===== src/rtl/rvv_xrf_writeback.sv =====
// rtl/rvv_xrf_writeback.sv - vector-to-scalar regfile writeback FIFO with pending scoreboard
// Arbitrates vector scalar-results against the scalar pipeline for the single regfile write port.
module rvv_xrf_writeback #(
  parameter int DEPTH  = 4,
  parameter int ADDR_W = 5,
  parameter int DATA_W = 32
) (
  input  logic                         clk,
  input  logic                         rst,
  input  logic                         async_rd_valid,
  input  logic [ADDR_W-1:0]            async_rd_addr,
  input  logic [DATA_W-1:0]            async_rd_data,
  output logic                         async_rd_ready,
  input  logic                         issue_valid,
  input  logic [ADDR_W-1:0]            issue_addr,
  input  logic                         scalar_wb_busy,
  output logic                         reg_write_valid,
  output logic [ADDR_W-1:0]            reg_write_addr,
  output logic [DATA_W-1:0]            reg_write_data,
  output logic [(1<<ADDR_W)-1:0]       pending,
  output logic [$clog2(DEPTH+1)-1:0]   fifo_count,
  output logic                         err_unexpected
);

  localparam int PTR_W = $clog2(DEPTH);
  localparam int CNT_W = $clog2(DEPTH + 1);
  localparam int NREG  = 1 << ADDR_W;
  localparam logic [PTR_W-1:0]  PTR_ONE  = PTR_W'(1);
  localparam logic [CNT_W-1:0]  CNT_ONE  = CNT_W'(1);
  localparam logic [CNT_W-1:0]  CNT_FULL = CNT_W'(DEPTH);
  localparam logic [ADDR_W-1:0] X0       = '0;

  logic [ADDR_W-1:0] mem_addr [DEPTH];
  logic [DATA_W-1:0] mem_data [DEPTH];
  logic [PTR_W-1:0]  wr_ptr, rd_ptr;
  logic [NREG-1:0]   pending_nxt;
  logic              push, pop, not_empty, head_is_x0;

  assign not_empty      = (fifo_count != '0);
  assign head_is_x0     = (mem_addr[rd_ptr] == X0);
  // Ready is gated by rst so the block refuses traffic while held in reset.
  assign async_rd_ready = !rst && (fifo_count < CNT_FULL);
  assign push           = async_rd_valid && async_rd_ready;
  // x0 results are discarded without waiting for the write port.
  assign pop             = not_empty && (head_is_x0 || !scalar_wb_busy);
  assign reg_write_valid = not_empty && !head_is_x0 && !scalar_wb_busy;
  assign reg_write_addr  = mem_addr[rd_ptr];
  assign reg_write_data  = mem_data[rd_ptr];

  always_ff @(posedge clk) begin
    if (push) begin
      mem_addr[wr_ptr] <= async_rd_addr;
      mem_data[wr_ptr] <= async_rd_data;
    end
  end

  always_ff @(posedge clk or posedge rst) begin
    if (rst) begin
      wr_ptr     <= '0;
      rd_ptr     <= '0;
      fifo_count <= '0;
    end else begin
      if (push) wr_ptr <= wr_ptr + PTR_ONE;
      if (pop)  rd_ptr <= rd_ptr + PTR_ONE;
      case ({push, pop})
        2'b10:   fifo_count <= fifo_count + CNT_ONE;
        2'b01:   fifo_count <= fifo_count - CNT_ONE;
        default: fifo_count <= fifo_count;
      endcase
    end
  end

  // Clear first, then set, so a same-cycle reissue keeps the register pending.
  always_comb begin
    pending_nxt = pending;
    if (reg_write_valid) pending_nxt[reg_write_addr] = 1'b0;
    if (issue_valid && issue_addr != X0) pending_nxt[issue_addr] = 1'b1;
  end

  always_ff @(posedge clk or posedge rst) begin
    if (rst) begin
      pending        <= '0;
      err_unexpected <= 1'b0;
    end else begin
      pending <= pending_nxt;
      if (push && async_rd_addr != X0 && !pending[async_rd_addr])
        err_unexpected <= 1'b1;
    end
  end

endmodule


===== config.mk =====
export PLATFORM = sky130hd
export DESIGN_NAME = rvv_xrf_writeback
export DESIGN_NICKNAME = d
export VERILOG_FILES = /design/src/rtl/rvv_xrf_writeback.sv
export SDC_FILE = /design/constraint.sdc
export NUM_CORES = 1
export LEC_CHECK = 0
export ABC_CLOCK_PERIOD_IN_PS = 2700
export BUFFER_PORTS_ARGS = -buffer_cell sky130_fd_sc_hd__buf_2
export CORE_AREA = 2 2 173 175
export CTS_CLUSTER_SIZE = 10
export DETAILED_ROUTE_END_ITERATION = 10
export DIE_AREA = 0 0 175 177
export HOLD_SLACK_MARGIN = 0.05
export PLACE_DENSITY = 0.48
export SYNTH_ARGS = -nofsm -noshare
export SYNTH_HDL_FRONTEND = slang
export SYNTH_SLANG_ARGS = --single-unit

===== constraint.sdc =====
create_clock -name clk -period 2.7 [get_ports clk]
set_input_delay 0.27 -clock clk [delete_from_list [all_inputs] [get_ports clk]]
set_output_delay 0.27 -clock clk [all_outputs]
set_load 0.01 [all_outputs]

==> results of run 1 <==
## per-stage QoR
| stage | power, W | util, % | setup TNS (ps) | area, µm² |
|---|---|---|---|---|
| final | 0.009483 | 33.08 | 0 | 9673 |
| after global placement | 0.006867 | 29.72 | 0 | 8691 |
| after detailed placement | 0.006918 | 29.72 | 0 | 8691 |
| after global routing | 0.01003 | 33.08 | -80.99 | 9673 |
| after floorplan | 0.005648 | - | 0 | 7477 |
| after CTS | 0.009561 | 32.93 | 0 | 9629 |
## sequential cells by signal, summed over array words and instances (netlist names)
register        flops
err_unexpected      1
wr_ptr              2
mem_data          128
mem_addr           20
rd_ptr              2
pending            32
fifo_count          3
## cells in the mapped netlist (2+ instances only)
cell      instances  area share (%)
dfrtp_1          40              13
o21ai_0          51             3.4
nor2_1            8            0.40
mux4_2           44              13
nand4b_1          2            0.23
xnor2_1           2            0.23
mux2i_1           5            0.67
buf_2             6            0.40
inv_1             7            0.35
o21ai_1           7            0.47
and3_1            4            0.34
nand2b_1          3            0.25
nand3_1           5            0.34
nor3_1            3            0.20
or4b_1            2            0.27
nor3b_1           2            0.20
nand4_1           3            0.25
nand3b_1          9            0.91
ha_1              5            0.84
clkbuf_1         11            0.55
o31ai_1           5            0.50
edfxtp_1        148              60
nand2_1           7            0.35
or3_1             4            0.34
or3b_2            4            0.47
xor2_1            2            0.23
## repair_timing
action                     in CTS  in global routing
setup endpoints to repair       0                  1
hold buffers                   32                  0
hold endpoints to repair      130                  0
resized for setup               0                  7
buffers inserted                0                  3
## final cells by class
type | instances | area share (%)
clock buffers | 17 | 4.398
clock inverters | 15 | 1.992
inverters | 7 | 0.2716
multi-input cells | 188 | 19.98
flip-flops and latches | 188 | 56.32
well taps | 390 | 5.045
repair buffers | 177 | 11.99
## worst paths after layout
kind	end	slack, ps	depth (start not counted)	start
max	fifo_count[2]$_DFFE_PP0P_	130	11	rd_ptr[0]$_DFFE_PP0P_
min reg2reg	pending[0]$_DFF_PP0_	390	0	pending[0]$_DFF_PP0_
min in group asynchronous	fifo_count[1]$_DFFE_PP0P_	320	3	rst
max in group asynchronous	rd_ptr[0]$_DFFE_PP0P_	1620	4	rst
max reg2reg	fifo_count[2]$_DFFE_PP0P_	130	11	rd_ptr[0]$_DFFE_PP0P_
min	mem_data[0][25]$_DFFE_PP_	70	1	async_rd_data[25]
## metal layers
| layer | global-route usage (%) | wire (µm) |
|---|---|---|
| met1 | 15.20 | 7945 |
| met2 | 19.99 | 8765 |
| met3 | 2.985 | 1107 |
| met4 | 4.722 | 259 |
| met5 | 0 | 17 |
## cell families (layout without fill, tap and decap cells)
group / after synthesis / in the layout / share of synthesized area [%]
xor+xnor: 4 / 4 / 0.4699
fa+ha+maj: 6 / 6 / 1.107
mux: 49 / 49 / 13.96
buf+inv: 25 / 216 / 1.460
compound gates: 70 / 70 / 5.134
simple gates: 59 / 59 / 4.849
flops: 188 / 188 / 73.02
## worst max-delay path: stages, from the launching register on
cell and delay (ps):
dfrtp_2 410, buf_6 110, mux4_2 540, nor3_4 220, nand2_2 80, a21oi_2 140, ha_2 200, inv_2 40
fa_2 330, xor2_1 150, nor2_1 120, xor2_1 160
## power by group through the flow
stage	Combinational, W	Clock (W)	Sequential, W
after floorplan	0.00167	0	0.00398
after global placement	0.00292	0	0.00395
after detailed placement	0.00295	0	0.00397
after CTS	0.00301	0.00264	0.00391
after global routing	0.00330	0.00276	0.00397
final	0.00301	0.00256	0.00391
## cells in the final DEF (no fill, tap or decap), types with 2 or more instances in the layout
master,count
nand2b_1,3
inv_8,3
nand4b_1,2
edfxtp_1,148
or3_1,4
xnor2_1,2
inv_1,6
or3b_2,4
nor3_1,2
clkinv_8,4
o21ai_0,51
nand2_1,6
o21ai_1,7
nand3_1,5
dfrtp_1,38
and3_2,4
buf_12,4
dfrtp_2,2
ha_1,4
xor2_1,2
nand3b_1,9
nor2_1,7
nor3b_1,2
mux4_2,44
inv_6,3
clkbuf_16,17
dlygate4sd3_1,32
mux2i_1,5
buf_2,121
nand4_1,3
o31ai_1,5
buf_4,19
or4b_1,2
==> impl_metrics.env, run 1 <==
export IMPL_overflow=0
export IMPL_start_util_pct=25.50
export IMPL_clock_power_share_pct=27.0
export IMPL_drt_first_pass_iters=4
export IMPL_p_per_area_nw_per_um2=980.4
export IMPL_power_internal_w=0.006337
export IMPL_syn_nets=454
export IMPL_slew_viol_final=0
export IMPL_maxCapViolCount=0
export IMPL_synth_edf_count=148
export IMPL_fp_row_count=63
export IMPL_cts_path_max_buffers=2
export IMPL_synthArstFlopShare_pct=21.28
export IMPL_ys_seq_elements=188
export IMPL_switchingPower_w=0.003146
export IMPL_grt_max_degree=38
export IMPL_antenna_found_initial=1
export IMPL_ctsHtreeMaxLevel=4
export IMPL_crit_type="flop to flop"
export IMPL_status="finished clean"
export IMPL_p_sw_share_pct=33.18
export IMPL_viasPerCell=4.522
export IMPL_arrival_ps=2910
export IMPL_fin_crit_sh_pct=95.03
export IMPL_holdWs_ps=65.01
export IMPL_grt_use_total_pct=12.05
export IMPL_start_kind="flop"
export IMPL_ys_flop_type="edfxtp_1"
export IMPL_syn_cell_area_um2=7457
export IMPL_grt_pass1_wl_um=27950
export IMPL_dieArea_um2=30980
export IMPL_crit_fanout=4
export IMPL_p_leak_nw=3.468
export IMPL_setup_viol=0
export IMPL_drt_total_wl_um=18100
export IMPL_place_ws_ps=61.83
export IMPL_n_antenna_cell=0
export IMPL_wl_per_cell_um=18.43
export IMPL_syn_area_per_cell_um2=18.60
export IMPL_die_h_um=177
export IMPL_drt_initial_drc_count=203
export IMPL_path_clk_slew_ps=70
export IMPL_cts_tree="done"
export IMPL_ant_nets=0
export IMPL_cp_end_kind="flop"
export IMPL_clock_skew_final_ps=19.29
export IMPL_regArea_um2=5448
export IMPL_tightestPinTransition_ps=497.7
export IMPL_holdCritPathClass="input pin to flop"
export IMPL_syn2layout_area_growth_pct=29.71
export IMPL_syn_inst=401
export IMPL_fmax_mhz=389.7
export IMPL_numCtsBuffers=17
export IMPL_hold_violations=0
export IMPL_routed_via_count=4441
export IMPL_ios=122
export IMPL_clock_sinks=188
export IMPL_grt_pass1_vias=4770
export IMPL_max_slew_margin_pct=66.64
export IMPL_ys_seq_area_share_pct=73.02
export IMPL_drcViolationCount=0
export IMPL_drive_above_1_share_pct=40.20
export IMPL_globalplace_congestion=0.8151
export IMPL_final_cells=982
export IMPL_dp_final_hpwl_um=11460
export IMPL_finalCriticalPeriod_ps=2566
export IMPL_multi_input_area_um2=1933
export IMPL_ys_types=38
export IMPL_root_buffer="clkbuf_16"
export IMPL_clk_latency_ps=440
export IMPL_finalWorstSetupSlack_ps=134.1
export IMPL_pwr_share_seq_pct=41.2
export IMPL_yosys_warnings=0
export IMPL_numPlacedInstances=915
export IMPL_die_w_um=175
export IMPL_critPathRequiredTime_ps=3050
export IMPL_fillers=2834
export IMPL_nNetsFinal=632
export IMPL_ir_drop_v=0.0004060
export IMPL_rsz0062_at_grt="true"
export IMPL_core_um2=29240
export IMPL_power_frac_comb_pct=31.8
export IMPL_io_buffers=121
No activity file was read; power rests on OpenSTA's default activity.
==> run 2, diff against run 1 <==
Settings changed: CORE_AREA 2 2 173 175 to 2 2 124 126, DIE_AREA 0 0 175 177 to 0 0 126 128, PLACE_DENSITY 0.48 to 0.79, RECOVER_POWER from default to 25.
==> run 2 against run 1 <==
Compared with the run above:
- clock skew is 11 ps lower
- critical path type unchanged
- via count is 0.92% lower
- non-clock buffer count is 17 lower
- clock-buffer cell count is 1 higher
- final area is 5.6% lower
- sequential share of layout area is 3.4 points higher
- core utilization is 28 points higher
- clock power is 8.2% lower
- highest routed layer is now met4
- critical endpoint unchanged
- combinational power is 5% lower
- first-iteration DRC count is 110% higher
- fmax is 2.9% lower
- routed wire length is 13% lower
==> impl_metrics.env, run 2 (synthesis results as in run 1) <==
export IMPL_slew_viol_final=0
export IMPL_wl_per_cell_um=20.73
export IMPL_dieArea_um2=16130
export IMPL_p_per_area_nw_per_um2=997.5
export IMPL_clk_latency_ps=430
export IMPL_max_slew_margin_pct=32.74
export IMPL_clock_skew_final_ps=8.368
export IMPL_ir_drop_v=0.0005829
export IMPL_fp_row_count=45
export IMPL_final_cells=762
export IMPL_grt_max_degree=27
export IMPL_place_ws_ps=22.80
export IMPL_drt_first_pass_iters=5
export IMPL_largest_reg_flops=128
export IMPL_placed_area_um2=8398
export IMPL_post_route_util_pct=61.41
export IMPL_reg2reg_from="rd_ptr[0]$_DFFE_PP0P_"
export IMPL_drive_above_1_share_pct=34.67
export IMPL_top_register="mem_data"
export IMPL_ctsHtreeMaxLevel=4
export IMPL_fmax_mhz=378.6
export IMPL_arrival_ps=3000
export IMPL_cts_tree="done"
export IMPL_dp_final_hpwl_um=10570
export IMPL_setup_viol=0
export IMPL_crit_type="flop to flop"
export IMPL_layout_commonest_cell="edfxtp_1"
export IMPL_holdWs_ps=91.84
export IMPL_clock_sinks=188
export IMPL_status="finished clean"
export IMPL_core_um2=14860
export IMPL_rr_worst_depth=10
export IMPL_hold_violations=0
export IMPL_grt_use_total_pct=20.27
export IMPL_fin_crit_sh_pct=97.84
export IMPL_finalCriticalPeriod_ps=2642
export IMPL_drcViolationCount=0
export IMPL_top_regs="mem_data x128, pending x32, mem_addr x20"
export IMPL_io_buffers=121
export IMPL_path_clk_slew_ps=60
export IMPL_cpPeakStageDelay_ps=580
export IMPL_critPathRequiredTime_ps=3050
export IMPL_crit_buf_inv=1
export IMPL_start_util_pct=50.17
export IMPL_crit_slowest_cell="mux4_2"
export IMPL_antenna_found_initial=0
export IMPL_numCtsBuffers=17
export IMPL_syn2layout_area_growth_pct=22.42
export IMPL_tightestPinTransition_ps=1008
export IMPL_ant_nets=0
export IMPL_crit_chain="mux4_2 > nor3_4 > nand2_1 > a21oi_2 > ha_2 > inv_2 > fa_2 > xor2_1 > nor2_1 > xor2_1"
export IMPL_r2r_setup_slack_ps=60
export IMPL_numPlacedInstances=711
export IMPL_final_cell_mix="148 x edfxtp_1, 93 x buf_2, 51 x o21ai_0"
export IMPL_maxCapViolCount=0
export IMPL_cts_path_max_buffers=2
export IMPL_drt_initial_drc_count=430
export IMPL_fin_area_um2=9129
export IMPL_grt_pass1_wl_um=24650
export IMPL_globalplace_congestion=0.8544
export IMPL_p_leak_nw=3.273
export IMPL_nNetsFinal=615
export IMPL_rr_endpoint="fifo_count[2]$_DFFE_PP0P_"
export IMPL_cpMostUsedCell="xor2_1"
export IMPL_routed_via_count=4400
export IMPL_start_kind="flop"
export IMPL_n_antenna_cell=0
export IMPL_root_buffer="clkbuf_16"
export IMPL_overflow=0
export IMPL_die_h_um=128
export IMPL_ios=122
export IMPL_critical_path_top_delay_family="multiplexers"
export IMPL_viasPerCell=5.774
export IMPL_finalWorstSetupSlack_ps=58.35
export IMPL_cp_end_kind="flop"
export IMPL_holdCritPathClass="input pin to asynchronous set/reset pin"
export IMPL_grt_pass1_vias=4659
export IMPL_drt_total_wl_um=15790
export IMPL_crit_fanout=7
export IMPL_die_w_um=126
## run 2: worst max-delay path by stage
stage | from | slack, ps | cells after the start | end
after floorplan | rd_ptr[0]$_DFFE_PP0P_ | 4 | 13 | fifo_count[2]$_DFFE_PP0P_
after global placement | rd_ptr[0]$_DFFE_PP0P_ | 80 | 10 | fifo_count[2]$_DFFE_PP0P_
after detailed placement | rd_ptr[0]$_DFFE_PP0P_ | 20 | 10 | fifo_count[2]$_DFFE_PP0P_
after CTS | rd_ptr[0]$_DFFE_PP0P_ | 20 | 10 | fifo_count[2]$_DFFE_PP0P_
after global routing | rd_ptr[0]$_DFFE_PP0P_ | -40 | 10 | fifo_count[2]$_DFFE_PP0P_
final | rd_ptr[0]$_DFFE_PP0P_ | 60 | 10 | fifo_count[2]$_DFFE_PP0P_
## run 2: what timing repair did
item	CTS	global route
endpoints found under the setup margin	0	1
hold buffers	19	0
setup buffers	0	1
resized for setup	0	4
endpoints found under the hold margin	69	0
## run 2: area by class of cell
| cell class | count | area, µm² |
|---|---|---|
| clock inverter | 13 | 126.4 |
| timing repair buffer | 160 | 935.9 |
| clock buffer | 18 | 429.2 |
| sequential | 188 | 5448 |
| fill | 1115 | 5736 |
| multi-input combinational | 188 | 1928 |
| tap | 188 | 235.2 |
| inverter | 7 | 26.28 |
## run 2: per-stage QoR
step                      setup TNS (ps)  power (W)
after floorplan                        0   0.005648
after global placement                 0   0.006665
after detailed placement               0   0.006765
after CTS                              0   0.009141
after global routing              -35.13   0.009549
final                                  0   0.009106
## run 2: worst register-to-register path: stages (launching register included)
cell and delay, ps:
dfrtp_2 480, mux4_2 580, nor3_4 250, nand2_1 120
a21oi_2 150, ha_2 210, inv_2 40, fa_2 330
xor2_1 150, nor2_1 120, xor2_1 150
## run 2: report_power, final
part / total (W) / internal [W] / leakage (nW) / switching [W]
logic: 0.00285 / 0.00134 / 1.20 / 0.00152
clock network: 0.00235 / 0.00134 / 0.261 / 0.00101
registers: 0.00390 / 0.00359 / 1.82 / 0.000309
## run 2: routing by layer
metal  track usage [%]  share of wire (%)  vias up
li1                  -                  -     1945
met1             26.75                 41     2216
met2             32.32                 49      217
met3             5.384                7.6       22
met4             8.597                1.8        0
met5                 0                  0        -
